**src/rtl/anchor_scheduler_if.sv**
```systemverilog
// rtl/anchor_scheduler_if.sv - handshake bundle between frame control, window buffer and filter chain
interface anchor_scheduler_if;
  logic        start;
  logic        abort;
  logic        mem_ready;
  logic        filter_final;
  logic        load_req;
  logic        anchor_moving;
  logic [31:0] anchor_x;
  logic [31:0] anchor_y;
  logic        pass_type;
  logic        busy;
  logic        frame_done;
  logic        error;

  modport slave (
    input  start, abort, mem_ready, filter_final,
    output load_req, anchor_moving, anchor_x, anchor_y, pass_type, busy, frame_done, error
  );

  modport master (
    output start, abort, mem_ready, filter_final,
    input  load_req, anchor_moving, anchor_x, anchor_y, pass_type, busy, frame_done, error
  );
endinterface

```
**src/rtl/anchor_scheduler.sv**
```systemverilog
// rtl/anchor_scheduler.sv - tile walker: window fill, then blur and edge passes per anchor
// pass_type carries the filter selector (0 blur, 1 edge); all outputs are registered.
module anchor_scheduler #(
  parameter int IMG_W   = 640,
  parameter int IMG_H   = 480,
  parameter int STEP_X  = 16,
  parameter int STEP_Y  = 16,
  parameter int TIMEOUT = 4096
) (
  input  logic                  i_clk,
  input  logic                  i_n_rst,
  anchor_scheduler_if.slave     io_sched
);

  typedef enum logic [2:0] {
    S_IDLE, S_LOAD, S_MOVE, S_FILTER, S_ADVANCE, S_DONE
  } state_t;

  localparam logic [31:0] WDOG_LAST = 32'(TIMEOUT - 1);
  localparam logic [32:0] STEP_X33  = 33'(STEP_X);
  localparam logic [32:0] STEP_Y33  = 33'(STEP_Y);
  localparam logic [32:0] IMG_W33   = 33'(IMG_W);
  localparam logic [32:0] IMG_H33   = 33'(IMG_H);

  state_t      r_state, w_state_nxt;
  logic [31:0] r_wdog, w_wdog_nxt;
  logic [31:0] r_anchor_x, w_anchor_x_nxt;
  logic [31:0] r_anchor_y, w_anchor_y_nxt;
  logic        r_type, w_type_nxt;
  logic        r_error, w_error_nxt;
  logic        r_load_req, w_load_req_nxt;
  logic        r_moving, w_moving_nxt;
  logic        r_busy, w_busy_nxt;
  logic        r_frame_done, w_frame_done_nxt;
  logic        w_timeout;
  logic [32:0] w_x_sum, w_y_sum;
  logic        w_x_more, w_y_more;

  // 33-bit sums so an anchor near 2^32 cannot wrap and look in-range
  assign w_x_sum  = {1'b0, r_anchor_x} + STEP_X33;
  assign w_y_sum  = {1'b0, r_anchor_y} + STEP_Y33;
  assign w_x_more = (w_x_sum < IMG_W33);
  assign w_y_more = (w_y_sum < IMG_H33);

  always_ff @(posedge i_clk or negedge i_n_rst) begin
    if (!i_n_rst) begin
      r_state      <= S_IDLE;
      r_wdog       <= '0;
      r_anchor_x   <= '0;
      r_anchor_y   <= '0;
      r_type       <= 1'b0;
      r_error      <= 1'b0;
      r_load_req   <= 1'b0;
      r_moving     <= 1'b0;
      r_busy       <= 1'b0;
      r_frame_done <= 1'b0;
    end else begin
      r_state      <= w_state_nxt;
      r_wdog       <= w_wdog_nxt;
      r_anchor_x   <= w_anchor_x_nxt;
      r_anchor_y   <= w_anchor_y_nxt;
      r_type       <= w_type_nxt;
      r_error      <= w_error_nxt;
      r_load_req   <= w_load_req_nxt;
      r_moving     <= w_moving_nxt;
      r_busy       <= w_busy_nxt;
      r_frame_done <= w_frame_done_nxt;
    end
  end

  always_comb begin
    w_state_nxt = r_state;
    w_timeout   = 1'b0;
    if (io_sched.abort) begin
      w_state_nxt = S_IDLE;
    end else begin
      case (r_state)
        S_IDLE:    if (io_sched.start) w_state_nxt = S_LOAD;
        S_LOAD: begin
          if (io_sched.mem_ready) begin
            w_state_nxt = S_MOVE;
          end else if (r_wdog == WDOG_LAST) begin
            w_state_nxt = S_IDLE;
            w_timeout   = 1'b1;
          end
        end
        S_MOVE:    w_state_nxt = S_FILTER;
        S_FILTER: begin
          if (io_sched.filter_final) begin
            w_state_nxt = r_type ? S_ADVANCE : S_MOVE;
          end else if (r_wdog == WDOG_LAST) begin
            w_state_nxt = S_IDLE;
            w_timeout   = 1'b1;
          end
        end
        S_ADVANCE: w_state_nxt = (w_x_more || w_y_more) ? S_LOAD : S_DONE;
        S_DONE:    w_state_nxt = S_IDLE;
        default:   w_state_nxt = S_IDLE;
      endcase
    end
  end

  always_comb begin
    w_anchor_x_nxt = r_anchor_x;
    w_anchor_y_nxt = r_anchor_y;
    w_type_nxt     = r_type;
    w_error_nxt    = r_error;
    if (io_sched.abort) begin
      w_anchor_x_nxt = '0;
      w_anchor_y_nxt = '0;
      w_type_nxt     = 1'b0;
    end else begin
      case (r_state)
        S_IDLE: begin
          if (io_sched.start) begin
            w_anchor_x_nxt = '0;
            w_anchor_y_nxt = '0;
            w_type_nxt     = 1'b0;
            w_error_nxt    = 1'b0;
          end
        end
        S_FILTER:  if (io_sched.filter_final) w_type_nxt = ~r_type;
        // last tile keeps its origin so the frame's final anchor stays visible
        S_ADVANCE: begin
          if (w_x_more) begin
            w_anchor_x_nxt = w_x_sum[31:0];
          end else if (w_y_more) begin
            w_anchor_x_nxt = '0;
            w_anchor_y_nxt = w_y_sum[31:0];
          end
        end
        default: ;
      endcase
      if (w_timeout) w_error_nxt = 1'b1;
    end
    w_load_req_nxt   = (w_state_nxt == S_LOAD);
    w_moving_nxt     = (w_state_nxt == S_MOVE);
    w_busy_nxt       = (w_state_nxt != S_IDLE);
    w_frame_done_nxt = (w_state_nxt == S_DONE);
    if (w_state_nxt != r_state)
      w_wdog_nxt = '0;
    else if (r_state == S_LOAD || r_state == S_FILTER)
      w_wdog_nxt = r_wdog + 32'd1;
    else
      w_wdog_nxt = '0;
  end

  assign io_sched.load_req      = r_load_req;
  assign io_sched.anchor_moving = r_moving;
  assign io_sched.anchor_x      = r_anchor_x;
  assign io_sched.anchor_y      = r_anchor_y;
  assign io_sched.pass_type     = r_type;
  assign io_sched.busy          = r_busy;
  assign io_sched.frame_done    = r_frame_done;
  assign io_sched.error         = r_error;

endmodule

```
**src/flat_wrapper.sv**
```systemverilog
// flat-port wrapper written by rule: the top's interface ports become plain ports
module anchor_scheduler_flat 
#(
  parameter int IMG_W   = 640,
  parameter int IMG_H   = 480,
  parameter int STEP_X  = 16,
  parameter int STEP_Y  = 16,
  parameter int TIMEOUT = 4096
)
  (i_clk, i_n_rst, io_sched_start, io_sched_abort, io_sched_mem_ready, io_sched_filter_final, io_sched_load_req, io_sched_anchor_moving, io_sched_anchor_x, io_sched_anchor_y, io_sched_pass_type, io_sched_busy, io_sched_frame_done, io_sched_error);
  anchor_scheduler_if io_sched_i ();
  input  logic i_clk;
  input  logic i_n_rst;
  input wire logic [$bits(io_sched_i.start)-1:0] io_sched_start;
  input wire logic [$bits(io_sched_i.abort)-1:0] io_sched_abort;
  input wire logic [$bits(io_sched_i.mem_ready)-1:0] io_sched_mem_ready;
  input wire logic [$bits(io_sched_i.filter_final)-1:0] io_sched_filter_final;
  output wire logic [$bits(io_sched_i.load_req)-1:0] io_sched_load_req;
  output wire logic [$bits(io_sched_i.anchor_moving)-1:0] io_sched_anchor_moving;
  output wire logic [$bits(io_sched_i.anchor_x)-1:0] io_sched_anchor_x;
  output wire logic [$bits(io_sched_i.anchor_y)-1:0] io_sched_anchor_y;
  output wire logic [$bits(io_sched_i.pass_type)-1:0] io_sched_pass_type;
  output wire logic [$bits(io_sched_i.busy)-1:0] io_sched_busy;
  output wire logic [$bits(io_sched_i.frame_done)-1:0] io_sched_frame_done;
  output wire logic [$bits(io_sched_i.error)-1:0] io_sched_error;
  assign io_sched_i.start = io_sched_start;
  assign io_sched_i.abort = io_sched_abort;
  assign io_sched_i.mem_ready = io_sched_mem_ready;
  assign io_sched_i.filter_final = io_sched_filter_final;
  assign io_sched_load_req = io_sched_i.load_req;
  assign io_sched_anchor_moving = io_sched_i.anchor_moving;
  assign io_sched_anchor_x = io_sched_i.anchor_x;
  assign io_sched_anchor_y = io_sched_i.anchor_y;
  assign io_sched_pass_type = io_sched_i.pass_type;
  assign io_sched_busy = io_sched_i.busy;
  assign io_sched_frame_done = io_sched_i.frame_done;
  assign io_sched_error = io_sched_i.error;
  anchor_scheduler #(.IMG_W(IMG_W), .IMG_H(IMG_H), .STEP_X(STEP_X), .STEP_Y(STEP_Y), .TIMEOUT(TIMEOUT)) u_core (.i_clk(i_clk), .i_n_rst(i_n_rst), .io_sched(io_sched_i));
endmodule
```
**config.mk**
```make
export PLATFORM = sky130hd
export DESIGN_NAME = anchor_scheduler_flat
export DESIGN_NICKNAME = d
export VERILOG_FILES = /design/src/rtl/anchor_scheduler_if.sv /design/src/rtl/anchor_scheduler.sv /design/src/flat_wrapper.sv
export SDC_FILE = /design/constraint.sdc
export NUM_CORES = 1
export LEC_CHECK = 0
export CAP_MARGIN = 20
export CORE_ASPECT_RATIO = 0.8
export CORE_MARGIN = 4
export CORE_UTILIZATION = 55
export CTS_CLUSTER_SIZE = 12
export DETAILED_ROUTE_END_ITERATION = 8
export PLACE_DENSITY = 0.89
export REMOVE_ABC_BUFFERS = 1
export SKIP_LAST_GASP = 1
export SYNTH_ARGS = -nofsm -noshare
export SYNTH_HDL_FRONTEND = slang
export SYNTH_SLANG_ARGS = --single-unit
```
**constraint.sdc**
```tcl
create_clock -name i_clk -period 9.6 [get_ports i_clk]
set_input_delay 1.92 -clock i_clk [delete_from_list [all_inputs] [get_ports i_clk]]
set_output_delay 1.92 -clock i_clk [all_outputs]
set_load 0.05 [all_outputs]
```
Word-level counts from Yosys, hierarchy flattened
Index checks and enable logic that the tools add are counted.
{ "word_totals": {"inputBits": 6, "regBits": 105, "word_cells": 73} }
{ "classes": {"n_eq_ne": 14, "addsub": 3, "reduce_logical": 12, "bitwise_logic": 2, "muxes": 30, "n_lt_le_gt_ge": 2} }
{ "op_table": {"columns": ["op", "n"], "rows": [
  ["2-to-1 mux 32 bit", 9],
  ["one-hot mux 32 bit (2 select lines)", 2],
  ["adder 32 x 5 -> 33 bit (second input constant)", 2],
  ["< comparator 33 x 10 -> 1 bit (second input constant)", 1],
  ["< comparator 33 x 9 -> 1 bit (second input constant)", 1],
  ["adder 32 x 1 -> 32 bit (second input constant)", 1],
  ["== test 32 x 12 -> 1 bit (second input constant)", 1],
  ["2-to-1 mux 3 bit", 7],
  ["one-hot mux 3 bit (5 select lines)", 1],
  ["== test 3 x 2 -> 1 bit (second input constant)", 3],
  ["2-to-1 mux 1 bit", 9],
  ["!= test 3 bit (second input constant)", 3],
  ["AND reduction 3 bit", 3],
  ["nonzero test 3 bit", 3],
  ["== test 3 x 1 -> 1 bit (second input constant)", 2],
  ["== test 3 bit (second input constant)", 2],
  ["!= test 4 x 2 -> 1 bit (second input constant)", 1],
  ["one-hot mux 1 bit (2 select lines)", 2],
  ["AND reduction 4 bit", 1],
  ["nonzero test 2 bit", 2],
  ["logical NOT 3 bit", 1],
  ["!= test 3 x 2 -> 1 bit (second input constant)", 1],
  ["!= test 3 bit", 1],
  ["logical OR 1 bit", 2],
  ["NOT 1 bit", 2]
]} }

Depth between registers and ports, before layout
Gate-level depths: netlist of the first run.
{ "logic_depth": {"depth_word": 8, "mapped_depth": 12, "ltp_nobuf": 10} }

Worst setup path after synthesis of the first run
Ideal clock, no wire load.
{ "synth_path": {"path_kind": "register -> register", "startpoint": "register u_core.r_anchor_x[5] (netlist: u_core.io_sched.anchor_x[5])", "endpoint": "register u_core.r_anchor_x[7] (netlist: u_core.io_sched.anchor_x[7])", "stages_incl_launch_ff": 12, "synth_period_minus_slack_ps": 3581, "setup_time_ps": 124, "path_buffers": 2, "t_required_ps": 9476, "t_arrival_ps": 3457, "slack_ps": 6019, "cell_sequence": "dfrtp_1 -> ha_1 -> nand4_2 -> a221o_1 -> a221oi_2 -> nand4_1 -> or4_1 -> or4_1 -> buf_2 -> a41o_1 -> buf_6 -> a211o_1"} }
{ "synth_between": {"elab_chain_cells": 5, "elab_cells_between_ends": 7, "classes_between": "add/sub: 1; order compare: 1; eq/ne: 1; mux: 3; reduce/logical: 1"} }
{ "synth_lines": {"columns": ["item", "line", "source"], "rows": [
  ["from (decl)", "anchor_scheduler.sv:27", "logic [31:0] r_anchor_x, w_anchor_x_nxt;"],
  ["from (signal assigned)", "anchor_scheduler.sv:60", "r_anchor_x <= w_anchor_x_nxt;"],
  ["adder 32 x 5 -> 33 bit (*)", "anchor_scheduler.sv:40", "assign w_x_sum = {1'b0, r_anchor_x} + STEP_X33;"],
  ["< comparator 33 x 10 -> 1 bit", "anchor_scheduler.sv:42", "assign w_x_more = (w_x_sum < IMG_W33);"],
  ["2-to-1 mux 32 bit", "anchor_scheduler.sv:125", "if (w_x_more) begin"],
  ["one-hot mux 32 bit (2 select lines)", "anchor_scheduler.sv:113", "case (r_state)"],
  ["2-to-1 mux 32 bit", "anchor_scheduler.sv:108", "if (io_sched.abort) begin"]
]} }
Mark *: on every way between the ends. The rest lies on a longest branch, timed or not.
A chain may end at the register's enable or synchronous reset.

Final worst setup path of the first run
{ "layout_path": {"startpoint": "register u_core.r_anchor_x[4] (netlist: u_core.io_sched.anchor_x[4])", "endpoint": "register u_core.r_anchor_x[4] (netlist: u_core.io_sched.anchor_x[4])"} }
Same word-level chain as after synthesis.

==> reports/metrics.yaml, run 1 <==
required_ps: 9830
synth_top_family_by_area: "simple AND/OR/NAND/NOR gates"
cts_hold_buf: 0
num_rows: 31
p_clk_share_pct: 43.5
die_area_um2: 11200
drt-pass1-iter-count: 4
rr_endpoint: "u_core.io_sched.anchor_x[4]"
hold_violations: 0
drtIter0Drc: 363
reg2reg_depth: 9
syn-cell-area_um2: 5240
status: "finished, final reports clean"
yosys.cell_types.count: 68
r2r_slack_ps: 5680
tns_ps: 0
final_area_um2: 6250
tightest_slew_ps: 812
insertedDiodeCount: 0
synthArstFlopShare_pct: 100
detail-route-antenna-nets: 0
die_w_um: 117
p_sw_mw: 0.184
wl_mm: 12.1
synth_seq_area_share_pct: 46.3
dpl.hpwl_mm: 8.57
maxCapViolCount: 0
critPathMaxFanout: 28
fin_crit_ps: 3920
start_kind: "register"
cts_buffers: 9
nNetsFinal: 619
synthAdderAreaFrac_pct: 0.717
grt_max_degree: 66
powerDensity_nw_per_um2: 129
ys.flop_type: "dfrtp_1"
synth_edf_count: 0
via_count: 4353
slew_headroom_pct: 45.8
htreeDepth: 3
setup_viol: 0
ioPinCount: 76
clock.fmax_mhz: 255
layout-drive-gt1-share_pct: 6.02
grt_pass1_wl_mm: 20.0
synth_compound_area_share_pct: 10.5
vdd_drop_max_v: 0.000125
dpl_cell_area_um2: 5930
worstSetupPathType: "register to register"
detail_route.wl_per_cell_um: 16.6
dpl_worst_slack_ps: 5760
yosys.area_share.simple_pct: 30.9
p_int_mw: 0.622
viasPerCell: 5.96
min_path_type: "register to register"
period_share_pct: 40.8
clkTransAtPathRegs_ps: 60
grt_antenna_before_repair: 0
cellLeakagePower_nw: 2.69
hp-start: "u_core.r_wdog[0]"
min_to: "u_core.r_wdog[0]"
cts.root.buffer_cell: "clkbuf_16"
yosys.area_share.xor_xnor_pct: 6.35
die_h_um: 95.3
initial_core_util_pct: 57.2
post_cts_buffers: 0
worstPathArrival_ps: 4150
fin_worst_skew_ps: 7.20
core-area_um2: 9150
ys_ff_latch: 97
worstReg2RegStart: "u_core.io_sched.anchor_x[4]"
worst_slack_ps: 5680
grt_pass1_vias: 4101
area_growth_pct: 19.3
hold_depth: 1
synth_warnings: 0
finalMaxSlewViolations: 0
combPwrFrac_pct: 5.2
grtUsageTotal_pct: 22.6
gp_congestion: 0.876
p_sw_share_pct: 22.8
drc_errors: 0
avgSynthCellArea_um2: 9.56
clock_sinks: 97
portBuffers: 67
endpoint_kind: "register"
ctsResizeCount: 0
syn_inst: 548
gr-total-overflow: 0
synthMuxAreaShare_pct: 1.60
cts_tree: "yes"
rsz0062_at_grt: "no"
ctsLongestPathBuffers: 2
pwr-share-seq_pct: 51.3
insertion_delay_ps: 340
logic make-up (layout without fill, tap and decap cells):
family                   after synthesis  count (layout)
AND/OR/NAND/NOR                      291             291
flip-flops                            97              97
AO/OA/AOI/OAI                         76              76
XOR/XNOR                              38              38
buffers and inverters                 34              94
multiplexers                           8               8
adder cells (fa/ha/maj)                3               3
other                                  1               8
worst max-delay path, cell delays in order, from the launching register on:
cell	delay [ps]
dfrtp_1	440
ha_1	320
nand4_2	250
a221o_1	420
a221oi_2	170
nand4_1	120
or4_1	420
or4_1	690
a41o_1	580
mux2_2	390
flip-flops by register name, summed over array words and instances (netlist names):
name,count
u_core.io_sched.load_req,1
u_core.r_wdog,32
u_core.r_state,3
u_core.io_sched.frame_done,1
u_core.io_sched.error,1
u_core.io_sched.pass_type,1
u_core.io_sched.busy,1
u_core.io_sched.anchor_y,28
u_core.io_sched.anchor_moving,1
u_core.io_sched.anchor_x,28
worst max-delay path by stage:
stage / startpoint / to / slack (ps) / cells after the start
after floorplan: u_core.io_sched.anchor_x[5] / u_core.io_sched.anchor_x[6] / 5880 / 9
after global placement: io_sched_filter_final / u_core.r_wdog[30] / 5870 / 6
after detailed placement: u_core.io_sched.anchor_x[4] / u_core.io_sched.anchor_x[7] / 5760 / 9
after CTS: u_core.io_sched.anchor_x[4] / u_core.io_sched.anchor_x[4] / 5710 / 9
after global routing: u_core.io_sched.anchor_x[4] / u_core.io_sched.anchor_x[8] / 5470 / 9
final: u_core.io_sched.anchor_x[4] / u_core.io_sched.anchor_x[4] / 5680 / 9
power by group through the flow:
stage	sequential [mW]	combinational, mW	clock (mW)
after floorplan	0.424	0.0190	0
after global placement	0.420	0.0400	0
after detailed placement	0.420	0.0409	0
after CTS	0.413	0.0411	0.359
after global routing	0.413	0.0461	0.377
final	0.413	0.0417	0.351
metal layers:
| metal | GRT usage (%) | part of all wire [%] | up-vias |
|---|---|---|---|
| li1 | - | - | 2079 |
| met1 | 30.2 | 45 | 2124 |
| met2 | 36.7 | 48 | 128 |
| met3 | 5.96 | 5.0 | 22 |
| met4 | 5.83 | 1.7 | 0 |
| met5 | 0 | 0 | - |
cells in the final DEF, fill, tap and decap left out, drive strengths merged, types with 11 or more instances in the layout:
| master | Yosys | layout |
|---|---|---|
| dfrtp | 97 | 97 |
| clkdlybuf4s50 | 0 | 66 |
| nor2 | 63 | 63 |
| and2 | 48 | 48 |
| nand2 | 36 | 36 |
| nand3 | 30 | 30 |
| nand4 | 26 | 26 |
| xor2 | 21 | 21 |
| and3 | 19 | 19 |
| xnor2 | 17 | 17 |
| o21ai | 16 | 16 |
| nor4 | 15 | 15 |
| a21oi | 12 | 12 |
| o31ai | 11 | 11 |
| clkbuf | 9 | 11 |
synth_stat cells, types with 4 or more instances:
cell type,n,area [um^2]
dfrtp_1,97,2430
nor2_1,62,233
and2_1,48,300
nand2_1,36,135
nand3_1,30,150
nand4_1,25,156
xor2_1,21,184
and3_1,19,119
xnor2_1,17,149
o21ai_0,14,70.1
nor4_1,13,81.3
a21oi_1,12,60.1
o31ai_1,10,75.1
or3_1,10,62.6
inv_1,9,33.8
nor3_1,9,45.0
buf_4,8,60.1
clkbuf_1,8,30.0
a211o_1,6,52.6
nand2b_1,6,37.5
a21o_1,5,37.5
buf_2,5,25.0
mux2i_1,5,50.1
or4_1,5,37.5
and4_1,4,35.0
or2_2,4,25.0
area by class of cell:
cell class | instances | area [um^2]
inverters | 9 | 33.8
clock inverters | 5 | 56.3
fillers | 690 | 2910
multi-input cells | 424 | 2650
repair buffers | 69 | 703
clock buffers | 11 | 233
well taps | 115 | 144
flip-flops and latches | 97 | 2430
per-stage QoR:
stage	power (mW)	hold WS, ps	util [%]	instances
final	0.805	493	68.2	730
after global routing	0.836	518	68.2	730
after CTS	0.813	501	67.9	729
after detailed placement	0.461	486	64.8	713
after global placement	0.460	474	64.8	713
after floorplan	0.443	455	-	530
Power figures use the tool's default switching activity.
==> run 2: changes to the inputs <==
- CORE_UTILIZATION: 55 -> 50
- PLACE_DENSITY: 0.89 -> 0.85
- clock period: 9.6 -> 3.5 ns (I/O delays scaled with it)
==> reports/metrics.yaml, run 2 (synthesis gave the netlist of run 1 again) <==
status: "finished, final reports clean"
grt_antenna_before_repair: 0
endpoint_kind: "register"
slew_headroom_pct: 50.0
grtUsageTotal_pct: 20.5
wl_mm: 12.4
period_share_pct: 94.7
worstPathArrival_ps: 3550
powerDensity_nw_per_um2: 345
rr_endpoint: "u_core.io_sched.anchor_x[25]"
placed_cells: 753
grt_pass1_vias: 4164
dpl.hpwl_mm: 8.59
final_core_util_pct: 63.0
finalMaxSlewViolations: 0
layout-drive-gt1-share_pct: 9.97
worstPathCellList: "nand3_1, nor4_4, nand3_1, xnor2_1, or4_1, or4_1, a41o_2, buf_4, and2_1"
worst_slack_ps: 187
mostFrequentLayoutCell: "dfrtp_1"
gp_congestion: 0.905
cts_tree: "yes"
insertion_delay_ps: 350
layoutNonFillerInstCount: 772
critPathMaxFanout: 17
cts_hold_buf: 0
via_count: 4510
area_growth_pct: 23.2
nNetsFinal: 636
die_area_um2: 12200
core-area_um2: 10200
reg2reg_depth: 9
portBuffers: 67
drtIter0Drc: 498
cts.root.buffer_cell: "clkbuf_16"
ctsLongestPathBuffers: 2
cellLeakagePower_nw: 2.78
critical-path-max-stage-delay_ps: 500
drc_errors: 0
worstReg2RegStart: "u_core.io_sched.anchor_x[14]"
start_kind: "register"
layout_common_cells: "dfrtp_1, clkdlybuf4s50_1, nor2_1"
fin_worst_skew_ps: 9.80
clkTransAtPathRegs_ps: 70
slowest_stage: "or4_1"
grt_pass1_wl_mm: 20.3
viasPerCell: 5.84
clock.fmax_mhz: 302
path_buf_inv: 1
initial_core_util_pct: 51.1
clock_sinks: 97
largest-register: "u_core.r_wdog"
detail_route.wl_per_cell_um: 16.1
fin_crit_ps: 3310
num_rows: 33
tightest_slew_ps: 750
cts_buffers: 9
gr-total-overflow: 0
maxCapViolCount: 0
r2r_slack_ps: 190
detail-route-antenna-nets: 0
dpl_worst_slack_ps: 102
die_w_um: 122
drt-pass1-iter-count: 6
setup_viol: 0
required_ps: 3740
grt_max_degree: 60
htreeDepth: 3
ioPinCount: 76
hold_violations: 0
report.power.total_mw: 2.22
die_h_um: 99.5
largest_register_ffs: 32
insertedDiodeCount: 0
min_path_type: "primary input to async pin"
worstSetupPathType: "register to register"
path_delay_family: "simple AND/OR/NAND/NOR gates"
vdd_drop_max_v: 0.000193
-- run 2: cell types whose count changed in the layout (fill, tap and decap cells not counted), moves of 2 or more --
cell,change
clkinvlp_4,+3
nor4_1,-2
clkinv_2,-2
buf_4,+17
-- run 2: power breakdown --
part | total [mW] | internal (mW) | switching [mW]
combinational | 0.118 | 0.0271 | 0.0907
clock | 0.975 | 0.555 | 0.420
sequential | 1.13 | 1.13 | 0.00564
total | 2.22 | 1.71 | 0.517
-- run 2: metrics by stage --
stage / hold WS [ps] / instance area (um^2) / TNS, ps
2_1_floorplan: 404 / 5110 / -3280
3_3_place_gp: 477 / 6070 / 0
3_5_place_dp: 485 / 6070 / 0
4_1_cts: 449 / 6370 / 0
5_1_grt: 484 / 6450 / -340
6_report: 420 / 6450 / 0
-- run 2: worst reg2reg max path: stages (launching register included) --
cell,delay [ps]
dfrtp_1,480
nand3_1,280
nor4_4,380
nand3_1,150
xnor2_1,150
or4_1,490
or4_1,500
a41o_2,380
buf_4,210
and2_1,180
-- run 2: worst max-delay path by stage --
stage / startpoint / to / slack (ps) / depth (start not counted)
4_1_cts: u_core.io_sched.anchor_x[4] / u_core.io_sched.anchor_y[31] / 60 / 11
3_5_place_dp: u_core.io_sched.anchor_x[14] / u_core.io_sched.anchor_y[31] / 100 / 10
6_report: u_core.io_sched.anchor_x[14] / u_core.io_sched.anchor_x[25] / 190 / 9
2_1_floorplan: u_core.io_sched.anchor_x[5] / u_core.io_sched.anchor_x[6] / -220 / 9
5_1_grt: u_core.io_sched.anchor_x[14] / u_core.io_sched.anchor_x[17] / -40 / 9
3_3_place_gp: u_core.io_sched.anchor_x[14] / u_core.io_sched.anchor_y[26] / 230 / 10
-- run 2: repair_timing --
action | in CTS | in global routing
setup buffers | 0 | 2
resized for setup | 0 | 11
setup endpoints to repair | 0 | 52
-- run 2: area by class of cell --
class / instances / area, um^2
Multi-Input combinational cell: 425 / 2710
Sequential cell: 97 / 2430
Timing Repair Buffer: 85 / 803
Fill cell: 838 / 3790
Inverter: 9 / 33.8
Clock buffer: 10 / 229
Tap cell: 140 / 175
Clock inverter: 6 / 68.8
-- run 2: layer usage --
layer  global-route usage, %  share of wire (%)  vias to the layer above
met2                    31.5                 47                      186
met5                       0                  0                        -
met1                    28.7                 44                     2173
li1                        -                  -                     2114
met4                    7.57                2.8                        0
met3                    4.43                6.6                       37
==> run 3: changes to the inputs <==
- GPL_ROUTABILITY_DRIVEN: not set -> 0
- SLEW_MARGIN: not set -> 10
==> reports/metrics.yaml, run 3 (synthesis gave the netlist of run 1 again) <==
drtIter0Drc: 437
nNetsFinal: 637
fin_crit_ps: 3390
worstPathCellList: "ha_1, nand4_2, a221o_1, a221oi_2, nand4_1, or4_1, or4_1, a41o_2, buf_4, and2_1"
pwr-share-seq_pct: 51.3
grt_pass1_wl_mm: 20.5
r2r_slack_ps: 110
critPathMaxFanout: 17
setup_viol: 0
finalMaxSlewViolations: 0
initial_core_util_pct: 51.1
clkTransAtPathRegs_ps: 60
vdd_drop_max_v: 0.000355
drc_errors: 0
die_w_um: 122
p_clk_share_pct: 43.3
worstPathArrival_ps: 3610
rsz0062_at_grt: "yes"
cts_buffers: 9
powerDensity_nw_per_um2: 343
tightest_slew_ps: 586
cp_common_cell: "or4_1"
clock_sinks: 97
fill_cells: 799
maxCapViolCount: 0
num_rows: 33
final_area_um2: 6430
ctsLongestPathBuffers: 2
multiInputGateArea_um2: 2690
drt-pass1-iter-count: 5
reg2reg_depth: 10
viasPerCell: 5.92
layout-drive-gt1-share_pct: 10.3
worstSetupPathType: "register to register"
core-area_um2: 10200
insertion_delay_ps: 340
combPwrFrac_pct: 5.4
area_growth_pct: 22.8
path_delay_family: "simple AND/OR/NAND/NOR gates"
detail-route-antenna-nets: 0
die_h_um: 99.5
die_area_um2: 12200
largest-register: "u_core.r_wdog"
wl_mm: 12.7
clock.fmax_mhz: 295
p_int_mw: 1.70
hold_violations: 0
ioPinCount: 76
largest_register_ffs: 32
cts.root.buffer_cell: "clkbuf_16"
via_count: 4572
report.power.total_mw: 2.21
p_sw_mw: 0.505
startpoint: "u_core.io_sched.anchor_x[5]"
start_kind: "register"
layout_common_cells: "dfrtp_1, clkdlybuf4s50_1, nor2_1"
gr-total-overflow: 0
period_share_pct: 96.9
grt_max_degree: 48
grtUsageTotal_pct: 20.6
seq_area_um2: 2430
cts_tree: "yes"
path_buf_inv: 1
status: "finished, final reports clean"
min_path_type: "primary input to async pin"
dpl_cell_area_um2: 6070
required_ps: 3720
slowest_stage: "or4_1"
mostFrequentLayoutCell: "dfrtp_1"
rr_endpoint: "u_core.io_sched.anchor_x[19]"
grt_pass1_vias: 4266
critical-path-max-stage-delay_ps: 520
dpl.hpwl_mm: 8.80
htreeDepth: 3
endpoint_kind: "register"
grt_antenna_before_repair: 0
portBuffers: 67
worstReg2RegStart: "u_core.io_sched.anchor_x[5]"
insertedDiodeCount: 0
p_sw_share_pct: 22.9
cellLeakagePower_nw: 2.77
detail_route.wl_per_cell_um: 16.4
fin_worst_skew_ps: 8.68
slew_headroom_pct: 61.0
run 3: cell count changes in the layout (fill, tap and decap cells not counted), sizes merged:
cell / previous run / this run
buf: 19 / 20
clkinv: 1 / 2
clkinvlp: 4 / 1
inv: 9 / 10
run 3: timing repair:
action,4_1_cts,5_1_grt
buffers inserted,0,3
hold buffers,0,0
resized for setup,0,11
setup endpoints to repair,0,48
run 3: routing by layer:
metal	GRT usage (%)	wire length [um]	up-vias
li1	-	-	2120
met2	33.8	6240	168
met3	4.15	794	24
met1	27.8	5420	2260
met4	5.77	221	0
met5	0	0	-
run 3: area by class of cell:
type | count | share of cell area (%)
Sequential cell | 97 | 37.8
Clock buffer | 10 | 3.56
Timing Repair Buffer | 86 | 12.6
Tap cell | 140 | 2.72
Clock inverter | 5 | 0.876
Multi-Input combinational cell | 425 | 41.9
Inverter | 9 | 0.525
run 3: worst max path at each step:
stage | to | depth (start not counted)
after floorplan | u_core.io_sched.anchor_x[6] | 9
after global placement | u_core.io_sched.anchor_y[26] | 10
after detailed placement | u_core.io_sched.anchor_x[30] | 9
after CTS | u_core.io_sched.anchor_x[19] | 9
after global routing | u_core.io_sched.anchor_x[17] | 10
final | u_core.io_sched.anchor_x[19] | 10
run 3: power groups by stage:
stage                     logic [mW]  clock network, mW  registers, mW
after floorplan               0.0522                  0           1.16
after global placement         0.112                  0           1.15
after detailed placement       0.116                  0           1.15
after CTS                      0.117              0.976           1.13
after global routing           0.132               1.01           1.13
final                          0.119              0.957           1.13
run 3: worst register-to-register path: stages, from the launching register on:
cell      delay [ps]
dfrtp_1          410
ha_1             230
nand4_2          230
a221o_1          420
a221oi_2         170
nand4_1          120
or4_1            400
or4_1            520
a41o_2           390
buf_4            220
and2_1           180
run 3: through the flow:
step                      std cells  TNS, ps  setup slack, ps  hold slack [ps]  util (%)
after detailed placement        753        0              126              492      59.3
after CTS                       768        0             94.1              389      62.1
after floorplan                 530    -3280             -217              404         -
after global placement          753        0              232              472      59.3
after global routing            772     -246            -33.1              429      62.8
final                           772        0              108              372      62.8
